==> config.mk <==
export PLATFORM = sky130hd
export DESIGN_NAME = mux_pipe_skid
export DESIGN_NICKNAME = d
export VERILOG_FILES = /design/src/rtl/mux_pipe_skid.sv
export SDC_FILE = /design/constraint.sdc
export NUM_CORES = 1
export LEC_CHECK = 0
export BUFFER_PORTS_ARGS = -buffer_cell sky130_fd_sc_hd__buf_2
export CAP_MARGIN = 20
export CORE_UTILIZATION = 54
export DETAILED_ROUTE_END_ITERATION = 10
export GPL_ROUTABILITY_DRIVEN = 0
export PLACE_DENSITY = 0.87
export SYNTH_ARGS = -nofsm -noshare
export SYNTH_HDL_FRONTEND = slang
export SYNTH_SLANG_ARGS = --single-unit
==> constraint.sdc <==
create_clock -name clk -period 2.52 [get_ports clk]
set_input_delay 0.756 -clock clk [delete_from_list [all_inputs] [get_ports clk]]
set_output_delay 0.756 -clock clk [all_outputs]
set_load 0.05 [all_outputs]
==> src/rtl/mux_pipe_skid.sv <==
// mux_pipe_skid
//   N-input, W-bit select mux with a registered output stage and a 2-entry
//   (output + skid) buffer on a valid/ready handshake. in_ready comes straight
//   from a flop, so it never sees same-cycle out_ready. Out-of-range selects
//   produce a zero beat tagged with out_err and are tallied in a saturating
//   debug counter.
//
// Ports
//   clk          rising-edge clock
//   rst_n        asynchronous active-low reset
//   in_data      packed inputs, input k at [k*WIDTH +: WIDTH]
//   in_sel       input select
//   in_valid     upstream beat valid
//   in_ready     block can accept a beat (registered)
//   out_data     registered selected data
//   out_err      beat on out_data had an out-of-range select
//   out_valid    output beat valid
//   out_ready    downstream accepts the beat
//   err_cnt      saturating count of accepted out-of-range beats
//   err_cnt_clr  synchronous clear of err_cnt (wins over increment)
//
// State table ({out full, skid full})
//   state    | meaning
//   ST_EMPTY | nothing held, out_valid=0, in_ready=1
//   ST_ONE   | beat in OUT, skid empty, in_ready=1
//   ST_FULL  | beats in OUT and SKID, in_ready=0
module mux_pipe_skid #(
   parameter int WIDTH  = 32,
   parameter int NUM_IN = 4,
   parameter int SEL_W  = $clog2(NUM_IN),
   parameter int CNT_W  = 8
) (
   input  logic                    clk,
   input  logic                    rst_n,
   input  logic [NUM_IN*WIDTH-1:0] in_data,
   input  logic [SEL_W-1:0]        in_sel,
   input  logic                    in_valid,
   output logic                    in_ready,
   output logic [WIDTH-1:0]        out_data,
   output logic                    out_err,
   output logic                    out_valid,
   input  logic                    out_ready,
   output logic [CNT_W-1:0]        err_cnt,
   input  logic                    err_cnt_clr
);

   typedef enum logic [1:0] {
      ST_EMPTY = 2'b00,
      ST_ONE   = 2'b10,
      ST_FULL  = 2'b11
   } state_t;

   state_t           state;
   logic [WIDTH-1:0] sel_data;
   logic             sel_ok;
   logic             accept;
   logic [WIDTH-1:0] skid_data;
   logic             skid_err;

   // A select that matches no input leaves sel_data at zero and sel_ok low,
   // which is exactly the out-of-range beat we want to emit.
   always_comb begin
      sel_data = '0;
      sel_ok   = 1'b0;
      for (int k = 0; k < NUM_IN; k++) begin
         if (in_sel == SEL_W'(k)) begin
            sel_data = in_data[k*WIDTH +: WIDTH];
            sel_ok   = 1'b1;
         end
      end
   end

   assign accept = in_valid && in_ready;

   // in_ready and out_valid are registered alongside the state so neither
   // has a combinational path from the handshake inputs.
   always_ff @(posedge clk or negedge rst_n) begin
      if (!rst_n) begin
         state     <= ST_EMPTY;
         out_valid <= 1'b0;
         in_ready  <= 1'b1;
         out_data  <= '0;
         out_err   <= 1'b0;
         skid_data <= '0;
         skid_err  <= 1'b0;
      end else begin
         unique case (state)
            ST_EMPTY: begin
               if (accept) begin
                  out_data  <= sel_data;
                  out_err   <= !sel_ok;
                  out_valid <= 1'b1;
                  state     <= ST_ONE;
               end
            end
            ST_ONE: begin
               if (out_ready) begin
                  if (accept) begin
                     out_data <= sel_data;
                     out_err  <= !sel_ok;
                  end else begin
                     out_valid <= 1'b0;
                     state     <= ST_EMPTY;
                  end
               end else if (accept) begin
                  // OUT is stalled: park the new beat so OUT stays stable.
                  skid_data <= sel_data;
                  skid_err  <= !sel_ok;
                  in_ready  <= 1'b0;
                  state     <= ST_FULL;
               end
            end
            ST_FULL: begin
               if (out_ready) begin
                  out_data <= skid_data;
                  out_err  <= skid_err;
                  in_ready <= 1'b1;
                  state    <= ST_ONE;
               end
            end
            default: begin
               out_valid <= 1'b0;
               in_ready  <= 1'b1;
               state     <= ST_EMPTY;
            end
         endcase
      end
   end

   always_ff @(posedge clk or negedge rst_n) begin
      if (!rst_n) begin
         err_cnt <= '0;
      end else if (err_cnt_clr) begin
         err_cnt <= '0;
      end else if (accept && !sel_ok && (err_cnt != {CNT_W{1'b1}})) begin
         err_cnt <= err_cnt + CNT_W'(1);
      end
   end

endmodule

Word-level counts from Yosys, hierarchy flattened. Cells that the tools add are included.

Register bits: 78. Bits in latches: 0. Bits in writable memories: 0. Memory bits (read-only): 0. Bits of input ports: 135. Output and inout port bits: 43. Memories: 0.

Add/sub/neg operators: 1. $mul: 0. Div/mod/pow operators: 0. Magnitude comparators: 0. Equal/unequal tests: 14. Shift operators: 0. Mux-type cells: 32. Bitwise gates (word level): 3. Reduce and logical (&&, ||, !) cells: 13.

Operators with widths (count): 2-to-1 mux 32 bit (7); case mux 32 bit (3 select lines) (1); 2-to-1 mux 8 bit (2); 2-to-1 mux 1 bit (13); inequality test 2 bit, second input constant (6); AND reduction 4 bit (3); 2-to-1 mux 2 bit (5); case mux 1 bit (3 select lines) (3); adder 8 x 1 -> 8 bit, second input constant (1); == test 2 bit, second input constant (4); inequality test 8 bit, second input constant (1); inequality test 3 bit, second input constant (2); case mux 2 bit (3 select lines) (1); AND reduction 3 bit (2); logical NOT 2 bit (2); logical AND 1 bit (3); NOT 1 bit (3); nonzero test 3 bit (1); == test 2 x 1 -> 1 bit, second input constant (1); nonzero test 2 bit (1); logical NOT 1 bit (1).

Longest topological paths before layout.
Word-level depth: 10. Depth in mapped cells: 8. Mapped depth without buffers: 6.

Worst setup path before layout. Ideal clock, no wire load.

Path type: input to register. Start: input port in_sel[0]. End: register out_data[0]. Library setup time: 126 ps. Data arrival time: 1654 ps. Required time: 2394 ps. Path slack: 740 ps. Cell stages on the path: 5. Buffers on the path: 2. Cell sequence: buf_6 -> buf_6 -> mux2_4 -> a221oi_2 -> a21oi_1.

Cells in the longest elaborated chain, start to end: 8.

Ends and longest elaborated chain: from (decl) (RTL line 36) `input logic [SEL_W-1:0] in_sel,`; logical NOT 2 bit (RTL line 66) `if (in_sel == SEL_W'(k)) begin`; 2-to-1 mux 32 bit (3 in series) (RTL line 66); 2-to-1 mux 32 bit (*) (RTL line 66); 2-to-1 mux 32 bit (*) (RTL line 89, 98); 2-to-1 mux 32 bit (RTL line 97) `if (out_ready) begin`; case mux 32 bit (3 select lines) (*) (RTL line 87) `unique case (state)`; to (signal assigned) (RTL line 90) `out_data <= sel_data;`; to (signal assigned) (RTL line 99) `out_data <= sel_data;`; to (signal assigned) (RTL line 115) `out_data <= skid_data;`; to (decl) (RTL line 39) `output logic [WIDTH-1:0] out_data,`.

Every way passes the cells marked *; elsewhere a longest branch is shown, timed or not. The select of a mux whose other input is x is not followed. A chain may end at the register's enable or synchronous reset.

Worst setup path after layout.
Start: register state[1]. End: register state[1].

Cells in the longest elaborated chain, start to end: 3.

Ends and longest elaborated chain: from (decl) (RTL line 53) `state_t state;`; from (signal assigned) (RTL line 79) `state <= ST_EMPTY;`; from (signal assigned) (RTL line 93) `state <= ST_ONE;`; from (signal assigned) (RTL line 103) `state <= ST_EMPTY;`; == test 2 bit or logical NOT 2 bit (tied branches) (RTL line 87); inequality test 3 bit (no source line) or inequality test 2 bit (tied branches); AND reduction 4 bit (no source line).

Several ways; a longest one is shown, not always the timed one.

==> impl_metrics.yaml <==
sta:
  finalCriticalPeriod_ps: 2170
  finalCritPeriodShare_pct: 86.1
  hold_violations: 0
  slew_headroom_pct: 59.2
  setup_viol: 0
  fin_ws_ps: 349
  final_max_slew_viol_count: 0
  hold_ws_ps: 410
  tightestPinTransition_ps: 612
  fmax_ghz: 0.461
  skew_ps: 9.08
  setup_tns_ps: 0
  rsz0062_at_grt: "false"
hold_path:
  hp-class: "in -> async"
grt:
  overflow: 0
  grt_first_pass_wirelength_um: 18800
  antenna_found_initial: 0
  grt_usage_pct: 26.9
  grt_pass1_vias: 4208
  grt_max_degree: 48
clocking:
  clkLatencyLatePin_ps: 340
  ctsResizeCount: 0
  cts_max_path_buffers: 2
  htree_levels: 3
  cts_num_sinks: 78
  cts_buffers: 9
  ctsHoldBuffers: 0
  cts_tree: "built"
  root_buffer: "clkbuf_8"
  clkTransAtPathRegs_ps: 70
  postCtsSetupBuffers: 0
worst_setup_path:
  r2r_cells: 5
  cp_num_cells: 5
  cp-start-kind: "flip-flop"
  rrSetupSlack_ps: 350
  crit_chain: "ha_2 > buf_4 > nand2b_1 > nand3_1 > mux2_2"
  slowest_stage: "buf_4"
  worst_ep_arrival_time_ps: 2390
  crit_buf_inv: 1
  critical_path.top_delay_family: "buffers and inverters"
  critPathKind: "reg -> reg"
  critPathMaxStageDelay_ps: 490
  worstPathMaxFanout: 28
  crit_path_end_kind: "flip-flop"
  critPathRequiredTime_ps: 2740
power:
  internal_power_w: 0.00338
  p_sw_w: 0.00294
  ir_drop_mv: 0.559
  combinationalPowerShare_pct: 48.8
  pwr-share-seq_pct: 34.5
  clkPwrFrac_pct: 16.7
  power.density_mw_per_mm2: 1080
  p_leak_nw: 2.93
  swShare_pct: 46.5
floorplan:
  pin_count: 178
  dieHeight_um: 95.3
  dieArea_mm2: 0.00908
  die_w_um: 95.3
  initial_core_util_pct: 56.6
  core_mm2: 0.00830
  row_count: 33
synthesis:
  synth_warnings: 0
  synth_area_mm2: 0.00470
  synthesis.nets: 620
  ys.flop_type: "dfrtp_1"
  synthArstFlopShare_pct: 100
  synth_top_area_share_pct: 41.0
  post_synth_num_cell_types: 31
  synth_seq_cells: 78
  synth_edf_count: 0
  synth.avg_cell_area_um2: 9.77
  ys_top_cells_by_area: "dfrtp_1, a221oi_2, mux2_4, nor2_1, a21oi_1"
  synth_top_cell_by_area: "dfrtp_1"
  synth_cells: 481
  yosysMostFrequentCell: "nor2_1"
  ys_seq_area_share_pct: 41.6
  synth_common_cells: "nor2_1, dfrtp_1, a21oi_1"
place:
  post-dp-hpwl_um: 8590
  placed_cells: 735
  pre_cts_ws_ps: 199
  port_buffers: 177
detailed_routing:
  vias: 4217
  drt_wl_total_um: 11900
  firstDrtPassIters: 4
  drt-wirelength-per-cell_um: 15.8
  viasPerCell: 5.62
  route.detailed.drc: 0
  antenna_left: 0
  drt_first_iter_violations: 252
final_layout:
  area_growth_pct: 25.0
  instances_no_fill: 751
  nNetsFinal: 781
  layout-drive-gt1-share_pct: 42.1
  diodes: 0
flow_run:
  maxCapViolations: 0
outcome:
  status: "finished clean"
## area by class of cell
cell class / count / area, um2
repair buffers: 190 / 1050
clock inverters: 3 / 67.6
well taps: 105 / 131
fillers: 626 / 2430
clock buffers: 12 / 155
inverters: 6 / 22.5
flip-flops and latches: 78 / 1950
multi-input cells: 357 / 2490
## flip-flops by register name, summed over array words and instances (netlist names)
signal and count:
out_err 1, err_cnt 8, skid_data 32, skid_err 1, state 2, in_ready 1, out_valid 1, out_data 32
## worst register-to-register path, stage by stage (launching register included)
cell and delay (ps):
dfrtp_1 420, ha_2 460, buf_4 500, nand2b_1 170
nand3_1 160, mux2_2 350
## per-stage QoR
stage | instance area (um2) | power [W] | utilization [%]
final | 5870 | 0.00632 | 70.7
after global routing | 5870 | 0.00672 | 70.7
after CTS | 5850 | 0.00633 | 70.5
after detailed placement | 5630 | 0.00527 | 67.8
after global placement | 5630 | 0.00511 | 67.8
after floorplan | 4700 | 0.00447 | -
## layer usage
| metal | vias to the layer above | GRT usage [%] | part of all wire, % |
|---|---|---|---|
| met5 | - | 0 | 0 |
| met4 | 0 | 10.6 | 1.8 |
| met1 | 2003 | 31.5 | 40 |
| met3 | 23 | 6.46 | 6.6 |
| met2 | 170 | 47.1 | 52 |
| li1 | 2021 | - | - |
## final timing paths
check                              start            end
setup / recovery                state[1]       state[1]
hold reg to reg            skid_data[25]  skid_data[25]
min in group clk           skid_data[25]  skid_data[25]
hold / removal                     rst_n   out_data[10]
setup reg to reg                state[1]       state[1]
max in group asynchronous          rst_n    out_data[8]
## power by group through the flow
stage | Clock, W | Sequential [W] | Combinational (W)
6_report | 0.00105 | 0.00218 | 0.00309
3_5_place_dp | 0 | 0.00220 | 0.00307
2_1_floorplan | 0 | 0.00308 | 0.00139
3_3_place_gp | 0 | 0.00217 | 0.00294
5_1_grt | 0.00112 | 0.00225 | 0.00335
4_1_cts | 0.00107 | 0.00218 | 0.00308
## cells in the final DEF (no fill, tap or decap), drive strengths merged
master	n
a211oi	1
a21oi	66
a221oi	32
a31oi	1
and2	1
buf	190
bufinv	2
clkbuf	12
clkinvlp	1
dfrtp	77
dfstp	1
ha	4
inv	6
mux2	34
mux2i	33
nand2	35
nand2b	1
nand3	3
nand3b	1
nand4	1
nor2	97
nor2b	10
o21ai	34
o2bb2a	1
o41ai	1
or2	1
## cells by family (layout without fill, tap and decap cells)
logic type               after synthesis  in the layout  share of synthesized area, %
AND/OR/NAND/NOR                      150            150                          13.0
multiplexers                          67             67                          17.4
flip-flops                            78             78                          41.6
adder cells (fa/ha/maj)                4              4                          1.07
AO/OA/AOI/OAI                        136            136                          21.3
buffers and inverters                 46            211                          5.65
Power figures use the tool's default switching activity.
